[src/rtl/alu_pkg.sv]
// Shared definitions for the ALU arbiter: state codes, ALU function selects, flag bit positions.
package alu_pkg;

   localparam int unsigned ALU_DATA_W   = 16;
   localparam int unsigned ALU_FUNSEL_W = 5;
   localparam int unsigned FLAGS_W      = 4;

   typedef logic [1:0] state_t;

   localparam state_t ST_IDLE  = 2'd0;
   localparam state_t ST_ISSUE = 2'd1;
   localparam state_t ST_FLAGS = 2'd2;
   localparam state_t ST_RESP  = 2'd3;

   localparam logic [4:0] FS_ADD16 = 5'b10100;
   localparam logic [4:0] FS_ADC16 = 5'b10101;
   localparam logic [4:0] FS_SUB16 = 5'b10110;
   localparam logic [4:0] FS_AND16 = 5'b10111;

   localparam int unsigned FLAG_Z = 3;
   localparam int unsigned FLAG_C = 2;
   localparam int unsigned FLAG_N = 1;
   localparam int unsigned FLAG_O = 0;

endpackage

[src/rtl/alu_rr_picker.sv]
// Two-way round-robin winner select with an optional sticky lock on one port.
module alu_rr_picker (
   input  logic valid0,
   input  logic valid1,
   input  logic pointer,
   input  logic lock_valid,
   input  logic lock_owner,
   output logic grant0,
   output logic grant1
);

   always_comb begin
      grant0 = 1'b0;
      grant1 = 1'b0;
      if (lock_valid) begin
         // Locked: the non-owner is starved until the owner drops its lock.
         grant0 = valid0 & ~lock_owner;
         grant1 = valid1 & lock_owner;
      end else if (pointer) begin
         grant1 = valid1;
         grant0 = valid0 & ~valid1;
      end else begin
         grant0 = valid0;
         grant1 = valid1 & ~valid0;
      end
   end

endmodule

[src/rtl/alu_arbiter.sv]
// Arbitrates two requesters onto the shared 16-bit ALU and sequences one flag-writing cycle per op,
// returning the registered result and flags over a valid/ready response handshake.
module alu_arbiter
   import alu_pkg::*;
#(
   parameter int unsigned DATA_W   = ALU_DATA_W,
   parameter int unsigned FUNSEL_W = ALU_FUNSEL_W
) (
   input  logic                Clock,
   input  logic                Reset,

   input  logic                ReqValid0,
   output logic                ReqReady0,
   input  logic [FUNSEL_W-1:0] ReqFunSel0,
   input  logic [DATA_W-1:0]   ReqA0,
   input  logic [DATA_W-1:0]   ReqB0,
   input  logic                ReqLock0,

   input  logic                ReqValid1,
   output logic                ReqReady1,
   input  logic [FUNSEL_W-1:0] ReqFunSel1,
   input  logic [DATA_W-1:0]   ReqA1,
   input  logic [DATA_W-1:0]   ReqB1,
   input  logic                ReqLock1,

   output logic                RspValid0,
   input  logic                RspReady0,
   output logic                RspValid1,
   input  logic                RspReady1,
   output logic [DATA_W-1:0]   RspData,
   output logic [FLAGS_W-1:0]  RspFlags,

   output logic [FUNSEL_W-1:0] AluFunSel,
   output logic [DATA_W-1:0]   AluA,
   output logic [DATA_W-1:0]   AluB,
   output logic                AluWF,
   input  logic [DATA_W-1:0]   AluOut,
   input  logic [FLAGS_W-1:0]  AluFlags,

   output logic                Busy
);

   state_t              state_q, state_d;
   logic                ptr_q;
   logic                lock_valid_q;
   logic                lock_owner_q;
   logic                owner_q;
   logic                op_lock_q;
   logic [FUNSEL_W-1:0] op_funsel_q;
   logic [DATA_W-1:0]   op_a_q;
   logic [DATA_W-1:0]   op_b_q;
   logic [DATA_W-1:0]   rsp_data_q;
   logic [FLAGS_W-1:0]  rsp_flags_q;

   logic grant0, grant1;
   logic idle, accept, rsp_ready, rsp_done;

   alu_rr_picker u_picker (
      .valid0     (ReqValid0),
      .valid1     (ReqValid1),
      .pointer    (ptr_q),
      .lock_valid (lock_valid_q),
      .lock_owner (lock_owner_q),
      .grant0     (grant0),
      .grant1     (grant1)
   );

   assign idle      = (state_q == ST_IDLE);
   assign ReqReady0 = idle & grant0;
   assign ReqReady1 = idle & grant1;
   assign accept    = ReqReady0 | ReqReady1;
   assign rsp_ready = owner_q ? RspReady1 : RspReady0;
   assign rsp_done  = (state_q == ST_RESP) & rsp_ready;

   always_comb begin
      state_d = state_q;
      case (state_q)
         ST_IDLE:  if (accept) state_d = ST_ISSUE;
         ST_ISSUE: state_d = ST_FLAGS;
         ST_FLAGS: state_d = ST_RESP;
         ST_RESP:  if (rsp_ready) state_d = ST_IDLE;
         default:  state_d = ST_IDLE;
      endcase
   end

   always_ff @(posedge Clock or negedge Reset) begin
      if (!Reset) begin
         state_q      <= ST_IDLE;
         ptr_q        <= 1'b0;
         lock_valid_q <= 1'b0;
         lock_owner_q <= 1'b0;
         owner_q      <= 1'b0;
      end else begin
         state_q <= state_d;
         if (accept) begin
            owner_q <= grant1;
         end
         if (rsp_done) begin
            if (op_lock_q) begin
               lock_valid_q <= 1'b1;
               lock_owner_q <= owner_q;
            end else begin
               lock_valid_q <= 1'b0;
               ptr_q        <= ~owner_q;
            end
         end
      end
   end

   // Op registers feed the ALU directly, so its inputs only move on a new grant.
   always_ff @(posedge Clock or negedge Reset) begin
      if (!Reset) begin
         op_funsel_q <= '0;
         op_a_q      <= '0;
         op_b_q      <= '0;
         op_lock_q   <= 1'b0;
      end else if (accept) begin
         op_funsel_q <= grant1 ? ReqFunSel1 : ReqFunSel0;
         op_a_q      <= grant1 ? ReqA1 : ReqA0;
         op_b_q      <= grant1 ? ReqB1 : ReqB0;
         op_lock_q   <= grant1 ? ReqLock1 : ReqLock0;
      end
   end

   always_ff @(posedge Clock or negedge Reset) begin
      if (!Reset) begin
         rsp_data_q  <= '0;
         rsp_flags_q <= '0;
      end else begin
         if (state_q == ST_ISSUE) rsp_data_q <= AluOut;
         if (state_q == ST_FLAGS) rsp_flags_q <= AluFlags;
      end
   end

   assign AluFunSel = op_funsel_q;
   assign AluA      = op_a_q;
   assign AluB      = op_b_q;
   assign AluWF     = (state_q == ST_ISSUE);
   assign RspValid0 = (state_q == ST_RESP) & ~owner_q;
   assign RspValid1 = (state_q == ST_RESP) & owner_q;
   assign RspData   = rsp_data_q;
   assign RspFlags  = rsp_flags_q;
   assign Busy      = ~idle;

endmodule

[config.mk]
export PLATFORM = sky130hd
export DESIGN_NAME = alu_arbiter
export DESIGN_NICKNAME = d
export VERILOG_FILES = /design/src/rtl/alu_pkg.sv /design/src/rtl/alu_rr_picker.sv /design/src/rtl/alu_arbiter.sv
export SDC_FILE = /design/constraint.sdc
export NUM_CORES = 1
export LEC_CHECK = 0
export CORE_MARGIN = 2
export CORE_UTILIZATION = 42
export DETAILED_ROUTE_END_ITERATION = 6
export PLACE_DENSITY = 0.94
export SYNTH_ARGS = -nofsm -noshare
export SYNTH_HDL_FRONTEND = slang
export SYNTH_SLANG_ARGS = --single-unit
[constraint.sdc]
create_clock -name Clock -period 2.49 [get_ports Clock]
set_input_delay 0.3735 -clock Clock [delete_from_list [all_inputs] [get_ports Clock]]
set_output_delay 0.3735 -clock Clock [all_outputs]
set_load 0.05 [all_outputs]
==> run summary, run 1 <==
The run finished with clean final reports. The mean post-synth cell area came out at 11.8 um2. The most frequent cell after synthesis is dfrtp_1. The synthesized cell area came out at roughly 2900 um2.

The net switching power of the design came out at 3.43 mW. The number of remaining DRC errors came out at 0. Sorting the synthesized cells by area gives the leading types as dfrtp_1, mux2i_1, mux2_2, o21ai_1, nand2_1. For the worst setup path, the data required time is 2120 ps. The clock period could shrink to 2160 ps.

For this design the top-level I/O count stands at 165. By count the netlist is led by dfrtp_1, nand2_1, mux2i_1. During placement, the flow inserted port buffers numbering 164.

The count of pins over their slew limit is 0. The routed wirelength normalized by instance count came out at around 15 um. The slowest stage of the critical path is the clkdlybuf4s50_1 cell. In the final timing run, aggregate negative setup slack is 0 ps. The post-synthesis cell type count came out at 29. The critical path buffer and inverter count came out at 2. The clock insertion delay at the later pin of the skew report came out at 330 ps. The via-per-instance ratio is 4.76.

The fraction of post-synthesis cell area in the top cell type by area is 0.545. The number of sinks driven by the clock tree is 64. The kind of start point of the critical path is a primary input. The cell total after placement is approximately 500. The H-tree depth came out at 3.

The final layout contains routed wiring with a total length of approximately 7700 um. The largest net degree at the start of global routing came out at 53. In this run the clock root is driven by a clkbuf_8.

The critical path goes through clkdlybuf4s50_1 > a21boi_1 > nand2_1 > a31oi_1 > buf_12. The vertical die dimension is 87.7 um. The number of fill cells is 489. The width of the die is roughly 90 um. At the end of the flow the core is filled with cells to 0.728. The final number of hold-violating endpoints is 0. Clock tree synthesis inserted a total of 9 buffers. The longest clock path from root to sink contains 2 buffers. The initial antenna violation count came out at 0. The growth of design area from synthesis to finish is 68.2%. The leakage power of the design is 2.25 nW. The wire length of the first global-routing pass came out at 11900 um. The die area is 7690 um2. The number of nets in the layout came out at 523. In this run the standard cell core region covers 6790 um2. The count of endpoints failing setup in the final report came out at 0.

The initial cell density of the core is 0.433. The sequential power share is 0.255. The number of global-route vias before repair came out at 2551. The total routing usage reported by global routing came out at 0.202. In this run the worst hold path is classified as flop to flop.

The transition time of the tightest slew-check pin came out at ~820 ps. The vias after detailed routing came out at 2464. The total number of placement rows came out at 30. The async set-reset flop share out of synthesis is 1.00. The largest area contributor in the synthesized netlist is dfrtp_1. In this run, synthesis produced a sequential element count of between 60 and 70.

The post-route clock skew is approximately 9.9 ps. STA classifies the critical path endpoint as an output port. The count of cells in the finished layout, fillers not included, comes to 518. The half-perimeter wire length of the detailed placement result came out at 5970 um.

The tightest slew margin relative to the limit is 0.456. The data arrival time of the critical path is roughly 1800 ps. In the synthesized netlist the dominant register cell turns out to be dfrtp_1. Static timing analysis puts the maximum clock frequency at 0.463 GHz. The smallest setup slack after layout came out at ~330 ps.

The share of post-route cells with drive strength above 1 came out at 0.128. The biggest cell delay along the critical path came out at 560 ps. The aggregate global routing overflow is 0. Dividing the final minimum period by the clock period gives 0.867. The share of the Yosys chip area taken by registers is 0.545.

The maximum fanout encountered on the critical timing path is 3. The part of the power in combinational logic came out at 0.597. The number of synthesized flops with an enable pin came out at 0. The count of routing violations after the opening detailed-route iteration is between 40 and 50.

The switching share of power came out at 0.473. The number of synthesis warnings came out at 0. The count of nets left with antenna violations once routing finished came out at 0. After clock tree synthesis, the clock-pin slew on the worst setup and hold paths is approximately 70 ps. The clock network fraction of design power is 0.149. The maximum vdd drop is 777 uV. The cell family contributing the most delay on the critical path is buffers and inverters. The post-synthesis net count is roughly 360.

The count of max-cap constraint violations is 0. TritonCTS built the clock tree. The synthesized netlist cell count came out at 249. The global placer's final weighted congestion came out at between 0.7 and 0.8. Setup repair after global routing left no endpoint under its margin. The internal portion of the total power is 3.83 mW. Dividing total power by cell area gives a power density of 1470 nW/um2. The number of iterations in the first detailed-routing pass came out at 4.

The number of diodes added for antenna fixing is 0. The setup slack after placement came out at 292 ps. The type of the worst setup path is primary input to output port.
## layout make-up
cell class	count	area [um2]	area share
Clock buffer	9	124	0.0251
Clock inverter	7	120	0.0243
Multi-Input combinational cell	163	1190	0.242
Tap cell	96	120	0.0243
Inverter	8	30.0	0.00607
Timing Repair Buffer	171	1750	0.355
Sequential cell	64	1600	0.324
## timing repair
| action | in CTS | in global routing |
|---|---|---|
| setup buffers | 0 | 0 |
| hold endpoints to repair | 15 | 0 |
| hold buffers | 1 | 0 |
| endpoints found under the setup margin | 0 | 3 |
| resized for setup | 0 | 3 |
## layout by cell type (no fill, tap or decap)
master / n
o31ai_1: 1
buf_4: 4
inv_2: 1
o32a_1: 1
o221ai_4: 1
ha_1: 4
buf_12: 5
o21ai_2: 4
nor2_1: 4
a31oi_1: 3
a21oi_1: 2
o22ai_1: 1
o311ai_4: 1
clkinv_2: 1
buf_2: 1
nand3_1: 1
nand2_1: 40
nand2b_2: 1
mux2_1: 1
clkinvlp_4: 1
o21ai_1: 34
bufinv_16: 3
inv_1: 7
mux2i_1: 39
clkbuf_8: 9
dfrtp_1: 64
mux2_2: 20
dlygate4sd3_1: 1
o21ai_0: 3
clkinv_4: 2
a21boi_1: 1
and2_1: 1
clkdlybuf4s50_1: 157
dlymetal6s2s_1: 3
## per-stage QoR
stage / area [um2] / hold WS (ps) / total power, mW
finish: 4940 / 479 / 7.26
global route: 4940 / 518 / 7.61
CTS: 4940 / 480 / 7.32
floorplan: 2940 / 77.9 / 4.79
detailed placement: 4680 / 313 / 6.23
global placement: 4680 / 302 / 6.09
## kinds of logic (layout without fill, tap and decap cells)
family                   after synthesis  count (layout)  synth area share
flip-flops                            64              64             0.545
multiplexers                          60              60             0.213
adder cells (fa/ha/maj)                4               4            0.0170
AND/OR/NAND/NOR                       47              47            0.0630
AO/OA/AOI/OAI                         52              52             0.109
buffers and inverters                 22             195            0.0528
## sequential cells by signal (all words and copies together), names as in the netlist
register      flops
AluB             16
RspData          16
lock_owner_q      1
state_q           2
owner_q           1
AluFunSel         5
lock_valid_q      1
AluA             16
ptr_q             1
op_lock_q         1
RspFlags          4
## power groups by stage
stage          Clock (mW)  Combinational [mW]  Sequential (mW)
2_1_floorplan           0                1.37             3.42
3_3_place_gp            0                4.25             1.83
3_5_place_dp            0                4.36             1.87
4_1_cts              1.10                4.37             1.86
5_1_grt              1.14                4.54             1.93
6_report             1.08                4.33             1.85
## worst min-delay path: cells and delay by family (launching register included)
kind,cells,cell delay [ps]
flops,1,340
compound gates,1,50
simple gates,1,60
## path summary, 6_finish.rpt
check / to / slack (ps) / startpoint / cells past startpoint
worst min-delay path: AluFunSel[3]$_DFFE_PN0P_ / 480 / AluFunSel[3]$_DFFE_PN0P_ / 2
worst max register to register: AluA[4]$_DFFE_PN0P_ / 750 / lock_valid_q$_DFFE_PN0N_ / 6
worst min register to register: AluFunSel[3]$_DFFE_PN0P_ / 480 / AluFunSel[3]$_DFFE_PN0P_ / 2
max in group asynchronous: ptr_q$_DFFE_PN0P_ / 1390 / Reset / 3
min in group asynchronous: AluA[0]$_DFFE_PN0P_ / 510 / Reset / 2
worst max-delay path: ReqReady0 / 330 / ReqValid0 / 5
## routing by layer
layer  part of all wire  global-route usage
met1               0.37               0.220
met2               0.54               0.371
met3              0.064              0.0518
met5                  0                   0
met4              0.017              0.0797
Note: power is estimated with default switching activity, not from simulation.
==> run 2: changes to the inputs <==
--- a/config.mk
+++ b/config.mk
@@ -5,6 +5,7 @@
 export SDC_FILE = /design/constraint.sdc
 export NUM_CORES = 1
 export LEC_CHECK = 0
+export ABC_AREA = 0
 export CORE_MARGIN = 2
 export CORE_UTILIZATION = 42
 export DETAILED_ROUTE_END_ITERATION = 6
==> results of run 2 <==
Same layout as run 1: the final DEF is identical, and so are final timing and power.
